**src/rtl/seq_alu_exec.sv**
```systemverilog
// -----------------------------------------------------------------------------
// seq_alu_exec
// Sequential execution unit driven by a 4-bit ALU control code.
// Single-cycle codes (add/sub/logic/shift/compare) finish one cycle after
// acceptance. MUL (shift-add) and, when enabled, DIV (restoring) iterate for
// WIDTH cycles. A start/busy/done handshake lets the datapath stall.
//
// Optional feature macro: SEQ_ALU_DIV_EN
//   defined   : code 9 runs the iterative unsigned divider
//               (divide by zero returns all ones after one cycle)
//   undefined : no divider hardware; code 9 returns 0 like codes 10-15
//
// Ports:
//   inp_clk         clock, rising edge
//   inp_rst_n       asynchronous active-low reset
//   inp_start       operation request, sampled only while idle
//   inp_aluControl  4-bit operation code
//   inp_a, inp_b    WIDTH-bit operands
//   out_result      registered result, holds until the next completion
//   out_zero        registered flag, 1 when out_result == 0
//   out_done        one-cycle pulse, result valid this cycle
//   out_busy        high while an operation is in flight (incl. done cycle)
// -----------------------------------------------------------------------------
module seq_alu_exec #(
  parameter int WIDTH = 16
) (
  input  logic             inp_clk,
  input  logic             inp_rst_n,
  input  logic             inp_start,
  input  logic [3:0]       inp_aluControl,
  input  logic [WIDTH-1:0] inp_a,
  input  logic [WIDTH-1:0] inp_b,
  output logic [WIDTH-1:0] out_result,
  output logic             out_zero,
  output logic             out_done,
  output logic             out_busy
);

  localparam int CW = $clog2(WIDTH);

  typedef enum logic [1:0] {
    S_IDLE = 2'd0,
    S_RUN  = 2'd1,
    S_DONE = 2'd2
  } state_t;

  state_t           r_state;
  state_t           w_state_nxt;
  logic [CW-1:0]    r_cnt;
  // r_a: multiplicand (MUL) or dividend/quotient shift register (DIV)
  // r_b: multiplier (MUL) or divisor (DIV)
  // r_acc: product accumulator (MUL) or partial remainder (DIV)
  logic [WIDTH-1:0] r_a;
  logic [WIDTH-1:0] r_b;
  logic [WIDTH-1:0] r_acc;

  logic             w_accept;
  logic             w_go_run;
  logic             w_last;
  logic [WIDTH-1:0] w_single;
  logic             w_slt;
  logic [WIDTH-1:0] w_a_nxt;
  logic [WIDTH-1:0] w_b_nxt;
  logic [WIDTH-1:0] w_acc_nxt;
  logic [WIDTH-1:0] w_run_res;
  logic [WIDTH-1:0] w_mul_acc;

`ifdef SEQ_ALU_DIV_EN
  logic             r_is_div;
  logic [WIDTH:0]   w_div_shift;
  logic [WIDTH:0]   w_div_trial;
`endif

  assign w_accept = (r_state == S_IDLE) && inp_start;
  assign w_last   = (r_cnt == CW'(WIDTH - 1));
  assign w_slt    = ($signed(inp_a) < $signed(inp_b));

`ifdef SEQ_ALU_DIV_EN
  assign w_go_run = (inp_aluControl == 4'd8) ||
                    ((inp_aluControl == 4'd9) && (inp_b != {WIDTH{1'b0}}));
`else
  assign w_go_run = (inp_aluControl == 4'd8);
`endif

  // Result of every operation that completes without an iterative phase
  always_comb begin
    w_single = {WIDTH{1'b0}};
    case (inp_aluControl)
      4'd0:    w_single = inp_a + inp_b;
      4'd1:    w_single = inp_a - inp_b;
      4'd2:    w_single = inp_a & inp_b;
      4'd3:    w_single = inp_a | inp_b;
      4'd4:    w_single = inp_a ^ inp_b;
      4'd5:    w_single = inp_a << inp_b[CW-1:0];
      4'd6:    w_single = inp_a >> inp_b[CW-1:0];
      4'd7:    w_single = {{(WIDTH-1){1'b0}}, w_slt};
`ifdef SEQ_ALU_DIV_EN
      // Only reached here when the divisor is zero
      4'd9:    w_single = {WIDTH{1'b1}};
`endif
      default: w_single = {WIDTH{1'b0}};
    endcase
  end

  assign w_mul_acc = r_b[0] ? (r_acc + r_a) : r_acc;

`ifdef SEQ_ALU_DIV_EN
  // Shift the next dividend bit into the remainder, then trial-subtract
  assign w_div_shift = {r_acc, r_a[WIDTH-1]};
  assign w_div_trial = w_div_shift - {1'b0, r_b};
`endif

  // One iteration step of the multiplier or divider
  always_comb begin
    w_a_nxt   = r_a << 1;
    w_b_nxt   = r_b >> 1;
    w_acc_nxt = w_mul_acc;
    w_run_res = w_mul_acc;
`ifdef SEQ_ALU_DIV_EN
    if (r_is_div) begin
      w_b_nxt = r_b;
      if (w_div_trial[WIDTH] == 1'b0) begin
        w_acc_nxt = w_div_trial[WIDTH-1:0];
        w_a_nxt   = {r_a[WIDTH-2:0], 1'b1};
      end else begin
        w_acc_nxt = w_div_shift[WIDTH-1:0];
        w_a_nxt   = {r_a[WIDTH-2:0], 1'b0};
      end
      w_run_res = w_a_nxt;
    end else begin
      w_run_res = w_mul_acc;
    end
`endif
  end

  // State register
  always_ff @(posedge inp_clk or negedge inp_rst_n) begin
    if (!inp_rst_n) begin
      r_state <= S_IDLE;
    end else begin
      r_state <= w_state_nxt;
    end
  end

  // Next-state logic
  always_comb begin
    w_state_nxt = r_state;
    case (r_state)
      S_IDLE: begin
        if (w_accept) begin
          w_state_nxt = w_go_run ? S_RUN : S_DONE;
        end else begin
          w_state_nxt = S_IDLE;
        end
      end
      S_RUN: begin
        if (w_last) begin
          w_state_nxt = S_DONE;
        end else begin
          w_state_nxt = S_RUN;
        end
      end
      S_DONE:  w_state_nxt = S_IDLE;
      default: w_state_nxt = S_IDLE;
    endcase
  end

  // Operand latching, iteration datapath and registered outputs
  always_ff @(posedge inp_clk or negedge inp_rst_n) begin
    if (!inp_rst_n) begin
      r_cnt      <= {CW{1'b0}};
      r_a        <= {WIDTH{1'b0}};
      r_b        <= {WIDTH{1'b0}};
      r_acc      <= {WIDTH{1'b0}};
`ifdef SEQ_ALU_DIV_EN
      r_is_div   <= 1'b0;
`endif
      out_result <= {WIDTH{1'b0}};
      out_zero   <= 1'b0;
      out_done   <= 1'b0;
      out_busy   <= 1'b0;
    end else begin
      // done/busy are registered copies of the upcoming state
      out_done <= (w_state_nxt == S_DONE);
      out_busy <= (w_state_nxt != S_IDLE);
      if (w_accept) begin
        r_a   <= inp_a;
        r_b   <= inp_b;
        r_acc <= {WIDTH{1'b0}};
        r_cnt <= {CW{1'b0}};
`ifdef SEQ_ALU_DIV_EN
        r_is_div <= (inp_aluControl == 4'd9);
`endif
        if (!w_go_run) begin
          out_result <= w_single;
          out_zero   <= (w_single == {WIDTH{1'b0}});
        end
      end else if (r_state == S_RUN) begin
        r_cnt <= r_cnt + CW'(1);
        r_a   <= w_a_nxt;
        r_b   <= w_b_nxt;
        r_acc <= w_acc_nxt;
        if (w_last) begin
          out_result <= w_run_res;
          out_zero   <= (w_run_res == {WIDTH{1'b0}});
        end
      end
    end
  end

endmodule

```
**config.mk**
```make
export PLATFORM = sky130hd
export DESIGN_NAME = seq_alu_exec
export DESIGN_NICKNAME = d
export VERILOG_FILES = /design/src/rtl/seq_alu_exec.sv
export SDC_FILE = /design/constraint.sdc
export NUM_CORES = 1
export LEC_CHECK = 0
export BUFFER_PORTS_ARGS = -buffer_cell sky130_fd_sc_hd__buf_2
export CAP_MARGIN = 20
export CORE_AREA = 2 2 130 132
export DETAILED_ROUTE_END_ITERATION = 10
export DIE_AREA = 0 0 132 134
export PLACE_DENSITY = 0.67
export SETUP_SLACK_MARGIN = 0.02
export SKIP_CTS_REPAIR_TIMING = 1
export SYNTH_ARGS = -nofsm -noshare
export SYNTH_HDL_FRONTEND = slang
export SYNTH_SLANG_ARGS = --single-unit
```
**constraint.sdc**
```tcl
create_clock -name inp_clk -period 4.4 [get_ports inp_clk]
set_clock_uncertainty 0.05 [all_clocks]
set_input_delay 1.1 -clock inp_clk [delete_from_list [all_inputs] [get_ports inp_clk]]
set_output_delay 1.1 -clock inp_clk [all_outputs]
set_load 0.02 [all_outputs]
```
==> run metrics <==
status=complete, no violations; Iteration-0 DRC Markers=1,002; Synth async-reset ratio=100%; DR vias/cell=6.33; total track usage=33.5%; worst r2r src=r_state[1]; GPL Wtd Cong=0.982; n_diodes=0; vias=8,442; final hold violations=0; root buf cell=clkbuf_16; most frequent cells in the layout=buf_4 (127), nor2_1 (97), nand2_1 (90), ha_1 (74), dfrtp_1 (73); initial antenna violation count=0; final worst path period share=95.3%; Max Slew Vio Count=0; Yosys top cell by area=dfrtp_1; DRC Markers=0; setup violators final=0; clock sink total=73; # port buffers=57; P_int=1.76 mW; syn_nets=1,094; Critical Path Start Type=primary input; Sequential Power Share=31.8%; Post-synth EDFFs=0; CTS tree=built; share of layout cells above drive strength 1=21.6%; total power=2.93 mW; slew margin rel.=23.8%; CP arrival=4.43 ns; CP max FO=3; final worst slack=0.205 ns; Hold Startpoint=out_result[2]; core area=16,300 sq um; Starting Density=48.7%; CTS clk-pin slew, worst paths=0.07 ns; Final ANT Viol Nets=0; fmax=0.238 GHz; dpl cells=1,317; vias in the first global route=7,977; RSZ-0062 raised after global routing=false; horizontal die dimension=132 um; WL final=29,600 um; Post-synth top flop=dfrtp_1; num rows=47; Synth area leaders=dfrtp_1 (23%), ha_1 (12%), mux2i_1 (5.0%), nor2_1 (4.7%), a221o_1 (4.3%); post-synthesis sequential area ratio=23.0%; total congestion overflow=0; DIE HEIGHT=134 um; CTS Buf Count=9; syn_area_per_cell=8.12 sq um; Cells after Synth=978; Warnings, synthesis=0; pin count of the biggest net entering global routing=74; area delta synth->final=19.8%; final instance area=9510 sq um; Setup TNS Final=0 ns; post-synthesis cell type count=75; first-pass GRT wire length=46,100 um; top cell type's share of synthesized area=23.0%; Clk pwr share=25.7%; Pre-antenna DRT Iters=5; R2R depth=10; worst setup path start=inp_a[0]; Wirelength per Cell=22.2 um; Leak=4.49 nW; Sw Share=40.1%; VDD IR max=0.229 mV; crit path cell chain=buf_2 -> inv_1 -> ha_1 -> fa_1 -> nor2_1 -> o311ai_0 -> o2111ai_2 -> a21oi_1 -> nand3b_1 -> a2111oi_2 -> nand4_1 -> or4_1 -> o41a_1 -> o21ai_2; Psw=1.18 mW; Die ar.=17,700 sq um; min Tclk post-route=4.19 ns; required time worst endpoint=4.63 ns; P per Cell Area=309 nW/um^2; commonest non-fill, non-tap cell in the layout=buf_4; post-synthesis register bit count=73; Setup CP Type=primary input to flop; Layout Cells excl Fill=1,333; Critical Path End Type=flop; worst reg2reg path endpoint=out_zero; R2R setup slack=0.81 ns; slowest stage delay, CP=0.49 ns; final net count=1,224; max-cap violation count=0; Synth Cell Area=7940 sq um; Clock Path Buffers=2; H-tree levels=3; Slew @ Worst Pin=1.14 ns; Hold Path Class=flop to flop; # IOs=58; Cell Area, Placed=9200 sq um; DP Wirelength=23,400 um; Setup WS pre-CTS=-0.196 ns; Worst path slowest cell=or4_1; Worst-Skew Late Latency=0.35 ns; Cells on Worst Hold Path=2; Combinational Power Share=42.5%; WHS Endpoint=out_result[2]
synth_stat cells (5+ instances only):
master and count:
nor2_1 99, nand2_1 90, ha_1 74, dfrtp_1 73, o21ai_0 61, a21oi_1 58, inv_1 55, clkbuf_1 45
mux2i_1 40, a221o_1 34, nand3_1 27, xnor2_1 20, a211oi_1 17, nor2b_1 16, mux2_2 14, nand2b_1 13
o22ai_1 12, a21o_1 11, a31oi_1 10, nand4_1 10, nor3_1 10, o221ai_1 10, buf_2 9, a22oi_1 8
mux4_2 8, o211ai_1 8, o21bai_1 8, o31ai_1 8, a2111oi_0 7, buf_1 7, and2_1 6, nor3b_1 6
or3_1 6, a211o_1 5, a311oi_1 5, and3_1 5, mux2_1 5, nand3b_1 5, nor4_1 5
layer usage:
metal | GRT usage, % | routed length (um) | vias to the layer above | part of all wire, %
met5 | 0 | 0 | - | 0
met4 | 13.9 | 1120 | 0 | 3.8
met3 | 4.69 | 2170 | 74 | 7.3
met2 | 52.7 | 13300 | 436 | 45
met1 | 46.5 | 13000 | 4044 | 44
li1 | - | - | 3888 | -
through the flow:
stage               hold WS (ns)  util [%]
floorplan                  0.399         -
global placement           0.405      56.5
detailed placement         0.407      56.5
CTS                        0.421      58.3
global route               0.455      58.4
finish                     0.424      58.4
power by group through the flow:
stage	Sequential (mW)	Combinational [mW]	Clock (mW)
after floorplan	0.939	0.738	0
after global placement	0.938	1.21	0
after detailed placement	0.941	1.22	0
after CTS	0.931	1.22	0.760
after global routing	0.948	1.35	0.790
final	0.934	1.25	0.755
worst max-delay path, delay by kind of cell:
kind / cells / cell delay [ns]
buffers and inverters: 2 / 0.15
AND/OR/NAND/NOR: 4 / 1.16
AO/OA/AOI/OAI: 6 / 1.35
adder cells (fa/ha/maj): 2 / 0.64
cell type report:
class                      instances  area, sq um
tap                              220          275
sequential                        73         1830
fill                            1535         6780
clock inverter                     6         66.3
clock buffer                      10          229
timing repair buffer             183         1230
multi-input combinational        786         5670
inverter                          55          209
worst max path at each step:
stage	end	slack, ns	depth (start not counted)
after floorplan	out_zero	0.04	15
after global placement	out_zero	-0.20	14
after detailed placement	out_zero	-0.20	14
after CTS	out_zero	0.14	14
after global routing	out_zero	0.04	14
final	out_zero	0.21	14
flip-flops by register name, summed over array words and instances, names as in the netlist:
| name | flops |
|---|---|
| out_result | 16 |
| r_a | 16 |
| r_acc | 16 |
| r_b | 16 |
| r_cnt | 4 |
| r_state | 2 |
| out_busy | 1 |
| out_done | 1 |
| out_zero | 1 |
cell families after synthesis:
| family | synth area share (%) |
|---|---|
| AND/OR/NAND/NOR | 18.9 |
| AO/OA/AOI/OAI | 27.3 |
| buffers and inverters | 6.05 |
| adder cells (fa/ha/maj) | 12.4 |
| flip-flops | 23.0 |
| multiplexers | 10.0 |
| XOR/XNOR | 2.32 |
Power figures use the tool's default switching activity.
